==> config.mk <==
export PLATFORM = sky130hd
export DESIGN_NAME = priority_rr_arbiter
export DESIGN_NICKNAME = d
export VERILOG_FILES = /design/src/rtl/priority_rr_arbiter.sv
export SDC_FILE = /design/constraint.sdc
export NUM_CORES = 1
export LEC_CHECK = 0
export BUFFER_PORTS_ARGS = -buffer_cell sky130_fd_sc_hd__buf_2
export CAP_MARGIN = 20
export CORE_ASPECT_RATIO = 0.5
export CORE_MARGIN = 10
export CORE_UTILIZATION = 55
export DETAILED_ROUTE_END_ITERATION = 8
export GPL_ROUTABILITY_DRIVEN = 1
export PLACE_DENSITY = 0.81
export SKIP_LAST_GASP = 1
export SLEW_MARGIN = 20
export SYNTH_ARGS = -nofsm -noshare
export SYNTH_HDL_FRONTEND = slang
export SYNTH_SLANG_ARGS = --single-unit
==> constraint.sdc <==
create_clock -name clk -period 7.9 [get_ports clk]
set_clock_uncertainty 0.05 [all_clocks]
set_input_delay 0.79 -clock clk [delete_from_list [all_inputs] [get_ports clk]]
set_output_delay 0.79 -clock clk [all_outputs]
set_load 0.005 [all_outputs]
==> src/rtl/priority_rr_arbiter.sv <==
// Zero-latency priority arbiter with round-robin tie-break and packet locking.
// Optional starvation aging is enabled by defining PRIORITY_RR_ARB_AGING_EN.
module priority_rr_arbiter #(
    parameter int INPUT_NUM        = 4,
    parameter int INPUT_NUM_IDX_W  = (INPUT_NUM > 1) ? $clog2(INPUT_NUM) : 1,
    parameter int INPUT_PRIORITY_W = 4,
    parameter int AGE_THRESHOLD    = 15
) (
    input  logic                                              clk,
    input  logic                                              rst,
    input  logic [INPUT_NUM-1:0]                              req_vld_i,
    input  logic [INPUT_NUM-1:0][INPUT_PRIORITY_W-1:0]        req_priority_i,
    input  logic [INPUT_NUM-1:0]                              req_tail_i,
    input  logic                                              gnt_rdy_i,
    output logic                                              gnt_vld_o,
    output logic [INPUT_NUM-1:0]                              gnt_oh_o,
    output logic [INPUT_NUM_IDX_W-1:0]                        gnt_idx_o,
    output logic                                              locked_o
);

    localparam int SUM_W = INPUT_NUM_IDX_W + 1;

    typedef enum logic [0:0] {
        ST_IDLE   = 1'b0,
        ST_LOCKED = 1'b1
    } state_t;

    state_t                       state_q, state_d;
    logic [INPUT_NUM_IDX_W-1:0]   rr_ptr_q, rr_ptr_d;
    logic [INPUT_NUM_IDX_W-1:0]   lock_idx_q, lock_idx_d;

    logic [INPUT_PRIORITY_W-1:0]  max_pri;
    logic [INPUT_NUM-1:0]         top_cand;
    logic [INPUT_NUM-1:0]         cand;
    logic [2*INPUT_NUM-1:0]       cand_rot;
    logic                         rr_found;
    logic [SUM_W-1:0]             rr_sum;
    logic [INPUT_NUM_IDX_W-1:0]   rr_idx;
    logic [INPUT_NUM-1:0]         lock_oh;

    logic                         gnt_vld;
    logic [INPUT_NUM_IDX_W-1:0]   gnt_idx;
    logic [INPUT_NUM-1:0]         gnt_oh;
    logic                         xfer;
    logic                         xfer_tail;
    logic [INPUT_NUM_IDX_W-1:0]   rr_next;

    // Highest priority among the valid requesters.
    always_comb begin
        max_pri = '0;
        for (int i = 0; i < INPUT_NUM; i++) begin
            if (req_vld_i[i] && (req_priority_i[i] > max_pri)) begin
                max_pri = req_priority_i[i];
            end
        end
    end

    always_comb begin
        for (int i = 0; i < INPUT_NUM; i++) begin
            top_cand[i] = req_vld_i[i] && (req_priority_i[i] == max_pri);
        end
    end

`ifdef PRIORITY_RR_ARB_AGING_EN
    localparam int AGE_W = (AGE_THRESHOLD > 1) ? $clog2(AGE_THRESHOLD + 1) : 1;

    logic [AGE_W-1:0]     age_q [INPUT_NUM];
    logic [INPUT_NUM-1:0] aged;

    // NOTE: a small per-requester register array is reset like any other flop;
    // only true RAM macros are left without reset.
    always_ff @(posedge clk or posedge rst) begin
        if (rst) begin
            for (int i = 0; i < INPUT_NUM; i++) begin
                age_q[i] <= '0;
            end
        end else begin
            for (int i = 0; i < INPUT_NUM; i++) begin
                if (xfer && gnt_oh[i]) begin
                    age_q[i] <= '0;
                end else if (req_vld_i[i] && (state_q == ST_IDLE) &&
                             (age_q[i] < AGE_W'(AGE_THRESHOLD))) begin
                    age_q[i] <= age_q[i] + 1'b1;
                end
            end
        end
    end

    always_comb begin
        for (int i = 0; i < INPUT_NUM; i++) begin
            aged[i] = req_vld_i[i] && (age_q[i] >= AGE_W'(AGE_THRESHOLD));
        end
    end

    // Starved requesters override priority entirely.
    assign cand = (|aged) ? aged : top_cand;
`else
    assign cand = top_cand;
`endif

    // Round-robin pick: rotate so rr_ptr sits at bit 0, take the first set bit.
    always_comb begin
        cand_rot = {cand, cand} >> rr_ptr_q;
        rr_found = 1'b0;
        rr_sum   = {1'b0, rr_ptr_q};
        for (int k = 0; k < INPUT_NUM; k++) begin
            if (!rr_found && cand_rot[k]) begin
                rr_found = 1'b1;
                rr_sum   = {1'b0, rr_ptr_q} + SUM_W'(k);
            end
        end
        if (rr_sum >= SUM_W'(INPUT_NUM)) begin
            rr_sum = rr_sum - SUM_W'(INPUT_NUM);
        end
        rr_idx = rr_sum[INPUT_NUM_IDX_W-1:0];
    end

    always_comb begin
        for (int i = 0; i < INPUT_NUM; i++) begin
            lock_oh[i] = (lock_idx_q == INPUT_NUM_IDX_W'(i));
        end
    end

    // NOTE: every output of this block gets a default first, so no path can
    // leave a variable unassigned and infer a latch.
    always_comb begin
        gnt_vld = 1'b0;
        gnt_idx = '0;
        if (!rst) begin
            if (state_q == ST_LOCKED) begin
                gnt_vld = |(req_vld_i & lock_oh);
                gnt_idx = gnt_vld ? lock_idx_q : '0;
            end else begin
                gnt_vld = rr_found;
                gnt_idx = rr_found ? rr_idx : '0;
            end
        end
        for (int i = 0; i < INPUT_NUM; i++) begin
            gnt_oh[i] = gnt_vld && (gnt_idx == INPUT_NUM_IDX_W'(i));
        end
    end

    assign xfer      = gnt_vld & gnt_rdy_i;
    assign xfer_tail = xfer & (|(req_tail_i & gnt_oh));
    assign rr_next   = (gnt_idx == INPUT_NUM_IDX_W'(INPUT_NUM - 1)) ? '0 : gnt_idx + 1'b1;

    always_comb begin
        state_d    = state_q;
        lock_idx_d = lock_idx_q;
        rr_ptr_d   = rr_ptr_q;
        if (xfer) begin
            if (xfer_tail) begin
                state_d  = ST_IDLE;
                rr_ptr_d = rr_next;
            end else begin
                state_d    = ST_LOCKED;
                lock_idx_d = gnt_idx;
            end
        end
    end

    // NOTE: state is written only with non-blocking assignments so every flop
    // samples the pre-edge values, independent of process ordering.
    always_ff @(posedge clk or posedge rst) begin
        if (rst) begin
            state_q    <= ST_IDLE;
            rr_ptr_q   <= '0;
            lock_idx_q <= '0;
        end else begin
            state_q    <= state_d;
            rr_ptr_q   <= rr_ptr_d;
            lock_idx_q <= lock_idx_d;
        end
    end

    assign gnt_vld_o = gnt_vld;
    assign gnt_idx_o = gnt_idx;
    assign gnt_oh_o  = gnt_oh;
    assign locked_o  = !rst && (state_q == ST_LOCKED);

endmodule

==> metrics list, run 1 <==
* Status: finished, final reports clean
- Height of the die: 57.2 um
- Number of H-tree levels: 1
- Wire length of the first global-routing pass: 7040 um
- Leakage power summed over all cells: 0.000896 uW
- In the final layout, the share of cells above drive strength 1 is 34.7%.
- The routed design could run at a clock period as short as 7.60 ns.
- The netlist uses 60 different library cells.
* Mean area per synthesized cell: 8.31 um^2
- The critical path crosses 28 cells after its start point.
* Number of antenna violations at the first check in global routing: 0
* Total chip power: 376 uW
- In this run the core area contains 13 standard-cell rows.
- Post-synthesis cell area: 1520 um^2
- Counting flops with a built-in enable in the synthesized netlist gives 0.
- In this run the worst path has a maximum fanout of 8.
* Achievable clock frequency: 132 MHz
- Final sum of negative setup slack: 0 ns
- Counting flops with an async set or reset pin after synthesis yields a share of 100%.
- DP Wirelength: 3380 um
- Counting every sink on the clock net gives 5.
- In this run the horizontal extent of the chip is 94.4 um.
- At the worst endpoint, the arrival time is 6.76 ns.
* Hold buffers post-CTS: 0
* Final ANT Viol Nets: 0
* First drt pass iteration count: 4
- IR analysis of the VDD net gives a maximum drop of 183 uV.
- Synthesis produced a netlist with a net count of 226.
- Hold slack final: 0.458 ns
- Routability congestion estimate from global placement: 0.970
- For this design, the slowest cell found on the critical path is sky130_fd_sc_hd__mux2i_2.
- Most prevalent standard cell on the critical path: sky130_fd_sc_hd__ha_1
- Post-Synthesis Cells: 183
* R2R depth: 9
* Clock tree root buffer cell: sky130_fd_sc_hd__clkbuf_8
* Overall die area: 5400 um^2
- Cells fill 73.2% of the core in the end.
- The critical path is of the in2out type.
- At the worst endpoint, the required time is 7.06 ns.
- Post-Route WL: 4330 um
- The max-slew violation total from the final report is 0.
- TritonCTS clock tree: done
- The most used flip-flop cell after synthesis is sky130_fd_sc_hd__dfrtp_1.
- The startpoint identified for the worst register-to-register timing path is rr_ptr_q[1].
* GRT Residual Overflow: 0
* CTS buffer count: 3
* Hold Fails Final Rpt: 0
- Pin count of the biggest net entering global routing: 9
* Final design instance area without fill: 1920 um^2
- In the routed layout, each cell is associated on average with a via count of 6.22.
- CP startpoint: req_vld_i[0]
* Area of the core region: 2620 um^2
* Clock slew seen by the registers of the worst setup and hold paths: 0.04 ns
- Synthesis inferred 5 register bits.
- Setup violations remaining at the end of the flow were counted as 0.
- For this run, the number of Yosys warnings is 0.
- Remaining design rule violation count: 0
- Critical path startpoint category: input pin
- For this design the ratio of total power to cell area is 196 nW/um^2.
- Together, buffers and inverters on the worst path number 4.
- The via count of the first global-routing pass is 1593.
- Worst Setup End Kind: primary output
* IO buf count: 34
- The repair_antennas step left the layout with diodes totalling 0.
- Vias after detailed routing: 1629
- Buffer depth of the longest clock path: 2
- The tool flagged a number of max-cap violations equal to 0.
* Ports: 35
- Final worst path period share: 96.2%
- Starting density of the core: 58.1%
- In this design, the stage delay of the slowest critical-path cell is 0.40 ns.
* Proportion of synthesized chip area in sequential cells: 8.22%
* Headroom to the max-slew limit: 65.0%
- The tightest min-delay check is of the in2async type.
- Relative to the synthesized area, the layout overhead comes to 26.0%.
- In the final routed layout, each cell accounts on average for 16.5 um.
* Number of design-rule violations left by the first detailed-router iteration: 138
- Nets: 269
* Critical path's top delay family: compound AO/OA/AOI/OAI gates
* Later-pin clock latency in the skew report: 0.23 ns
- At the pin with the least slew margin, the transition time is 0.522 ns.
- Global-route usage over all layers: 15.3%
- Cell area reported after detailed placement: 1760 um^2
- Filler cells: 195
==> sequential cells by signal (all words and copies together) (netlist names) <==
register	count
lock_idx_q	2
rr_ptr_q	2
state_q	1
==> placed cells by master (no fill, tap or decap), drive strengths merged, types with 3 or more instances in the layout <==
| cell type | instances |
|---|---|
| o21a | 7 |
| or3 | 4 |
| a21o | 3 |
| nand2 | 13 |
| inv | 13 |
| and2 | 7 |
| a22oi | 4 |
| o41ai | 4 |
| nand3 | 8 |
| xor2 | 4 |
| dfrtp | 5 |
| nor2 | 11 |
| a32oi | 4 |
| mux2 | 3 |
| mux2i | 5 |
| xnor2 | 6 |
| nor2b | 6 |
| o21bai | 3 |
| nand2b | 5 |
| a21oi | 10 |
| ha | 16 |
| buf | 39 |
| nand4 | 4 |
| or2 | 3 |
| clkbuf | 4 |
| a211oi | 3 |
==> final cells by class <==
type	count	area (um^2)	area share (%)
Clock buffer	4	45.0	2.35
Inverter	13	48.8	2.55
Multi-Input combinational cell	164	1440	75.3
Sequential cell	5	125	6.53
Tap cell	37	46.3	2.42
Timing Repair Buffer	39	208	10.8
==> Yosys cell counts (3+ instances only) <==
master                     instances  area, um^2
sky130_fd_sc_hd__nand2b_1          5        31.3
sky130_fd_sc_hd__a32oi_1           3        26.3
sky130_fd_sc_hd__or2_2             3        18.8
sky130_fd_sc_hd__a21o_1            3        22.5
sky130_fd_sc_hd__nand4_1           3        18.8
sky130_fd_sc_hd__nand2_1          12        45.0
sky130_fd_sc_hd__or3_1             4        25.0
sky130_fd_sc_hd__o21bai_1          3        22.5
sky130_fd_sc_hd__mux2i_1           5        50.1
sky130_fd_sc_hd__nand3_1           8        40.0
sky130_fd_sc_hd__o21a_1            5        37.5
sky130_fd_sc_hd__xor2_1            4        35.0
sky130_fd_sc_hd__inv_1            13        48.8
sky130_fd_sc_hd__a22oi_1           3        22.5
sky130_fd_sc_hd__xnor2_1           6        52.6
sky130_fd_sc_hd__ha_1             16         200
sky130_fd_sc_hd__nor2b_1           5        31.3
sky130_fd_sc_hd__nor2_1           10        37.5
sky130_fd_sc_hd__and2_1            7        43.8
sky130_fd_sc_hd__dfrtp_1           5         125
sky130_fd_sc_hd__a21oi_1          10        50.1
==> cell families after synthesis <==
| group | share of synthesized area (%) |
|---|---|
| flops | 8.22 |
| xor+xnor | 5.76 |
| simple gates | 27.1 |
| compound gates | 36.7 |
| fa+ha+maj | 13.2 |
| buf+inv | 3.54 |
| mux | 5.51 |
==> stage by stage <==
step / cells / setup WS, ns
6_report: 262 / 0.297
3_5_place_dp: 256 / 0.120
3_3_place_gp: 256 / 0.281
2_1_floorplan: 183 / 0.996
5_1_grt: 262 / -0.0617
4_1_cts: 260 / 0.0780
==> final timing paths <==
kind	to	slack (ns)
max	gnt_oh_o[1]	0.30
min	state_q	0.46
max reg2reg	lock_idx_q[0]	5.32
min reg2reg	rr_ptr_q[0]	0.52
max in group asynchronous	rr_ptr_q[0]	7.12
min in group clk	rr_ptr_q[0]	0.52
==> what timing repair did <==
item | in CTS | in global routing
resized for setup | 0 | 19
setup buffers | 0 | 2
endpoints found under the setup margin | 0 | 11
endpoints found under the hold margin | 0 | 0
==> report_power, final <==
group          internal [uW]  leakage [uW]  switching, uW
logic                    125      0.000810            149
clock network           34.7     0.0000228           13.1
registers               37.3     0.0000625           16.3
total                    197      0.000896            178
==> routing by layer <==
| metal | GRT usage [%] | vias to the layer above | routed length, um |
|---|---|---|---|
| met5 | 0 | - | 0 |
| met4 | 1.94 | 0 | 8 |
| met3 | 3.65 | 2 | 379 |
| met2 | 26.2 | 70 | 2070 |
| met1 | 19.4 | 764 | 1870 |
| li1 | - | 793 | - |
(Power assumes the default switching activity.)
==> inputs of run 2 (changes only) <==
CORE_UTILIZATION = 56   (was 55)
CTS_BUF_LIST = sky130_fd_sc_hd__clkbuf_2 sky130_fd_sc_hd__clkbuf_4 sky130_fd_sc_hd__clkbuf_8   (was not set)
PLACE_DENSITY = 0.82   (was 0.81)
SLEW_MARGIN = 15   (was 20)
clock period = 7 ns   (was 7.9 ns; I/O delays follow)
==> metrics list, run 2 (same netlist as run 1, synthesis figures left out) <==
- Row count: 13
- The number of antenna diodes in the final layout is 0.
- Number of H-tree levels: 1
- The routed design could run at a clock period as short as 7.10 ns.
- Across the VDD grid, the largest voltage drop is 255 uV.
* Area of the core region: 2590 um^2
- Together, buffers and inverters on the worst path number 6.
- Once detail routing completed, the nets flagged for antenna violations numbered 0.
- Routability congestion estimate from global placement: 0.965
- Per report_power, the combinational group accounts for 77.5% of the total.
* Type of the worst setup path: in2out
- Transition time at the pin with the least slew margin: 0.458 ns
- The tightest min-delay check is of the in2async type.
- IO buf count: 34
- Buffer depth of the longest clock path: 2
- Share of total power in the clock network: 10.9%
- Headroom to the max-slew limit: 69.2%
- Clock slew seen by the registers of the worst setup and hold paths: 0.04 ns
- Pin count of the biggest net entering global routing: 9
- Hold Fails Final Rpt: 0
- In this run, the number of DRC markers left after iteration 0 of detailed routing was 263.
- Die width: 93.7 um
- The initial antenna violation count was 0.
* Arr. time, crit path: 6.35 ns
- Total chip power: 549 uW
* Maximum net fanout on the critical path: 7
- The via count of the first global-routing pass is 1788.
* Filler cells: 104
- The total overflow left after global routing is 0.
* Most common library cell in the layout ignoring fill and taps: sky130_fd_sc_hd__buf_2
- Once the floorplan was initialized, standard cells occupied 58.8% of the core.
* Highest cell delay on the worst timing path: 0.34 ns
- FF/Latch Area: 125 um^2
- The slowest stage of the critical path is the sky130_fd_sc_hd__or3_4 cell.
* Switching component of the power: 264 uW
* # Max-Cap Violations: 0
* Final sum of negative setup slack: -0.191 ns
* Pwr Density: 237 nW/um^2
* Critical path startpoint category: input pin
- Height of the die: 56.9 um
* Sequential fraction of design power: 11.6%
- The multi-input combinational cells in the finished layout cover a total of 1650 um^2.
* Remaining design rule violation count: 0
* Status: complete, but fails checks
* Slew Viols, Final: 0
- Clock tree root buffer cell: sky130_fd_sc_hd__clkbuf_8
- Worst Setup End Kind: primary output
- Vias after detailed routing: 1991
- Once detailed placement completed, the half-perimeter wirelength came to 3870 um.
- In the final layout, the share of cells above drive strength 1 is 51.2%.
- In this run switching power makes up 48.0% of total power.
- Cell internal power was estimated by the tool at 286 uW.
- During I/O placement, the number of pins put on the boundary was 35.
* Final worst path period share: 101%
- CTS buffer count: 3
- Final setup violating endpoints: 4
- TritonCTS built the clock tree.
* Achievable clock frequency: 141 MHz
- In the final routed layout, each cell accounts on average for 23.1 um.
- Broken down by cell family, the worst path's largest delay share belongs to simple AND/OR/NAND/NOR gates.
- The die covers 5330 um^2.
- Later-pin clock latency in the skew report: 0.23 ns
* Synthesis-to-layout area growth: 52.3%
- Per-cell via count in the routed design: 6.99
- In this run the static leakage power is 0.00104 uW.
* Final worst setup slack: -0.100 ns
* Largest registers ranked by flip-flop count: lock_idx_q: 2 flops, rr_ptr_q: 2 flops, state_q: 1 flops
- Highest-count cells in the layout ignoring fill and taps: sky130_fd_sc_hd__buf_2, sky130_fd_sc_hd__buf_4, sky130_fd_sc_hd__inv_1, sky130_fd_sc_hd__nand2_1, sky130_fd_sc_hd__ha_1
* Nets: 292
* First drt pass iteration count: 5
- Wire length of the first global-routing pass: 8210 um
- The final reports fail on negative setup slack.
- Data on the critical path is required at its endpoint by 6.25 ns.
- Setup WS pre-CTS: -0.213 ns
- Number of sinks on the clock net: 5
* Post-Route WL: 6590 um
- Global-route usage over all layers: 18.1%
## run 2: cell types whose count changed in the layout (fill, tap and decap cells not counted), sizes merged
cell | previous run | this run
clkbuf | 4 | 5
buf | 39 | 61
## run 2: final timing paths
kind,startpoint,end,slack (ns),depth (start not counted)
max reg2reg,rr_ptr_q[1],lock_idx_q[1],4.17,11
min in group clk,rr_ptr_q[0],rr_ptr_q[0],0.54,1
min,rst,state_q,0.37,2
max in group asynchronous,rst,rr_ptr_q[1],6.30,2
min reg2reg,rr_ptr_q[0],rr_ptr_q[0],0.54,1
max,req_vld_i[0],gnt_oh_o[1],-0.10,30
## run 2: metrics by stage
stage / area (um^2) / utilization, % / std cells / hold slack, ns
after global placement: 1930 / 74.6 / 279 / 0.490
final: 2320 / 89.6 / 285 / 0.372
after CTS: 2030 / 78.7 / 283 / 0.369
after detailed placement: 1930 / 74.6 / 279 / 0.498
after floorplan: 1520 / - / 183 / 0.455
after global routing: 2320 / 89.6 / 285 / 0.393
## run 2: layer usage
metal	vias to the layer above	share of wire [%]	track usage [%]
li1	844	-	-
met1	925	38	21.8
met2	160	45	31.9
met3	62	9.7	3.58
met4	0	6.8	4.09
met5	-	0	0
## run 2: power by group through the flow
| stage | Combinational [uW] | Clock (uW) | Sequential [uW] |
|---|---|---|---|
| after floorplan | 209 | 0 | 54.8 |
| after global placement | 302 | 0 | 59.0 |
| after detailed placement | 311 | 0 | 60.2 |
| after CTS | 328 | 58.7 | 60.5 |
| after global routing | 452 | 63.5 | 64.3 |
| final | 426 | 60.0 | 63.7 |
## run 2: cell type report
type,instances,area share (%)
multi-input combinational,164,71.2
timing repair buffer,62,17.2
sequential,5,5.40
clock buffer,4,2.11
inverter,13,2.11
tap,37,2.00
## run 2: timing repair
item                                    CTS  global route
endpoints found under the setup margin    5            11
hold buffers                              0             0
buffers inserted                          0             2
pin swaps                                 2            21
resized for setup                        10            44
==> inputs of run 3 (changes only) <==
--- a/config.mk
+++ b/config.mk
@@ -10,3 +10,3 @@
 export CORE_ASPECT_RATIO = 0.5
-export CORE_MARGIN = 10
+export CORE_MARGIN = 2
 export CORE_UTILIZATION = 56
@@ -15,2 +15,3 @@
 export GPL_ROUTABILITY_DRIVEN = 1
+export MAX_ROUTING_LAYER = met4
 export PLACE_DENSITY = 0.82
==> constraint.sdc (replaced) <==
create_clock -name clk -period 7 [get_ports clk]
set_clock_uncertainty 0.05 [all_clocks]
set_input_delay 0.35 -clock clk [delete_from_list [all_inputs] [get_ports clk]]
set_output_delay 0.35 -clock clk [all_outputs]
set_load 0.005 [all_outputs]
==> metrics list, run 3 (same netlist as run 1, synthesis figures left out) <==
- The flow ran to the end, and the final reports show no timing, DRC or antenna violations.
- The worst setup path is launched from an input pin.
* Number of antenna violations at the first check in global routing: 0
- GR peak layer: met2
- IO buf count: 34
- Entering global routing, the biggest net connects 9 pins.
* Diodes inserted: 0
- The final layout contains 277 nets.
* Type of the worst setup path: in2reg
- Largest registers ranked by flip-flop count: lock_idx_q: 2 flops, rr_ptr_q: 2 flops, state_q: 1 flops
- Measured against its own limit, the worst slew margin works out to 68.4%.
* Wire length of the first global-routing pass: 6430 um
- Master of the slowest instance on the critical path: sky130_fd_sc_hd__or4_1
* Transition time at the pin with the least slew margin: 0.472 ns
- Type of the tightest min-delay check: in2async
- Counting I/O delays and the setup requirement, the final critical path takes 6.64 ns.
- TritonCTS built the clock tree.
- The max-slew violation total from the final report came to 0.
* Routability congestion estimate from global placement: 0.893
- In this run the remaining antenna-violating nets after routing total 0.
- Global routing used 49.6% of the available met2 tracks.
- Ports: 35
* Remaining design rule violation count: 0
- CTS buffer count: 3
- CP startpoint: req_vld_i[0]
- In the layout the commonest cells are sky130_fd_sc_hd__buf_2, sky130_fd_sc_hd__ha_1, sky130_fd_sc_hd__inv_1, sky130_fd_sc_hd__buf_4, sky130_fd_sc_hd__nand2_1.
* Met3 track demand over resource: 3.30%
- Launch instance of the worst register-to-register path: rr_ptr_q[1]
- DP Wirelength: 3290 um
- Area of the core region: 2590 um^2
- The tool flagged a number of max-cap violations equal to 0.
- The via count of the first global-routing pass came to 1423.
- The clock passes through at most 2 buffers.
- Most common library cell in the layout ignoring fill and taps: sky130_fd_sc_hd__buf_2
- At the later pin of the worst-skew pair, clock insertion delay measures 0.23 ns.
* Most prevalent standard cell on the critical path: sky130_fd_sc_hd__ha_1
- Vias after detailed routing: 1613
- The hold violation total from the final report came to 0.
- DR WL/cell: 15.1 um
* Hold slack final: 0.0198 ns
* Overall die area: 3180 um^2
- Worst Setup End Kind: register
- Data on the critical path arrives at its endpoint at 6.73 ns.
- Height of the die: 40.9 um
- Global-route met1 utilization: 34.6%
- The initial utilization of the core area, before any placement, comes to 58.8%.
- The first TritonRoute pass finished after 4 iterations.
* Post-Route WL: 4060 um
* Die width: 77.7 um
* Leakage power summed over all cells: 0.000922 uW
- Once placement finished, the instance area stood at 1820 um^2.
- Clock tree root buffer cell: sky130_fd_sc_hd__clkbuf_8
* Global-route usage over all layers: 27.6%
- The first routing iteration left 114 violations.
- Final design instance area without fill: 1930 um^2
* Final setup violating endpoints: 0
- The final critical path takes up 94.8% of the cycle.
- Across the VDD grid, the largest voltage drop is 213 uV.
- The floorplan has 13 rows.
- For this run, the top clock speed supported by timing is 151 MHz.
- Ratio of cells with drive above 1 in the final layout: 36.1%
- Number of sinks on the clock net: 5
- Maximum net fanout on the critical path: 8
* Required time reported for the critical path endpoint: 7.09 ns
- Highest cell delay on the worst timing path: 0.47 ns
- The area growth from synthesis to layout is 27.1%.
- Pwr Density: 224 nW/um^2
- Dividing the detail-routed via count by the number of cells gives 5.97.
* GRT Residual Overflow: 0
- Clock slew seen by the registers of the worst setup and hold paths: 0.04 ns
* Number of H-tree levels: 1
-- run 3: changes by cell type in the layout (fill, tap and decap cells not counted), moves of 2 or more --
cell	previous run	this run
sky130_fd_sc_hd__o41ai_1	0	2
sky130_fd_sc_hd__buf_4	26	13
sky130_fd_sc_hd__a32oi_2	4	1
sky130_fd_sc_hd__a21oi_2	5	2
sky130_fd_sc_hd__or3_4	4	0
sky130_fd_sc_hd__a32oi_1	0	3
sky130_fd_sc_hd__ha_1	9	15
sky130_fd_sc_hd__a21oi_1	5	8
sky130_fd_sc_hd__or3_1	0	4
sky130_fd_sc_hd__ha_4	5	0
sky130_fd_sc_hd__xnor2_2	2	0
sky130_fd_sc_hd__xnor2_1	4	6
sky130_fd_sc_hd__o41ai_2	2	0
-- run 3: worst paths after layout --
path,end,slack [ns],cells past startpoint
setup / recovery,lock_idx_q[1],0.36,31
hold / removal,lock_idx_q[1],0.02,2
setup reg to reg,lock_idx_q[1],4.36,10
hold reg to reg,rr_ptr_q[0],0.51,1
max in group asynchronous,rr_ptr_q[0],6.67,2
min in group clk,state_q,0.39,3
-- run 3: critical path: cells and delay by family --
| kind | cells | cell delay, ns |
|---|---|---|
| AO/OA/AOI/OAI | 11 | 2.23 |
| XOR/XNOR | 1 | 0.41 |
| adder cells (fa/ha/maj) | 4 | 1.25 |
| buffers and inverters | 5 | 0.54 |
| AND/OR/NAND/NOR | 10 | 1.92 |
-- run 3: layout make-up --
type / count / area [um^2]
tap: 37 / 46.3
fill: 203 / 652
clock buffer: 4 / 48.8
inverter: 13 / 48.8
sequential: 5 / 125
timing repair buffer: 47 / 268
multi-input combinational: 164 / 1400
-- run 3: through the flow --
step | instances | setup TNS (ns) | setup WS [ns] | util (%) | total power, uW
after floorplan | 183 | 0 | 0.601 | - | 264
after global placement | 265 | 0 | 0.107 | 70.5 | 346
after detailed placement | 265 | -0.0875 | -0.0574 | 70.5 | 357
after CTS | 269 | 0 | 0.186 | 72.4 | 418
after global routing | 270 | -0.0365 | -0.0245 | 74.8 | 471
final | 270 | 0 | 0.361 | 74.8 | 432
-- run 3: power by group --
part           total, uW  switching (uW)  leakage, uW  internal (uW)
Clock               58.0            15.0    0.0000262           43.0
Sequential          61.5            19.3    0.0000625           42.1
Combinational        313             163     0.000834            150
-- run 3: routing by layer --
metal	part of all wire (%)	up-vias
met2	48	60
met1	43	745
met3	7.8	4
li1	-	804
met5	0	-
met4	0.79	0
-- run 3: timing repair --
| item | CTS | global route |
|---|---|---|
| endpoints found under the setup margin | 0 | 10 |
| buffers inserted | 0 | 1 |
| hold buffers | 0 | 0 |
| gates resized for setup | 0 | 13 |
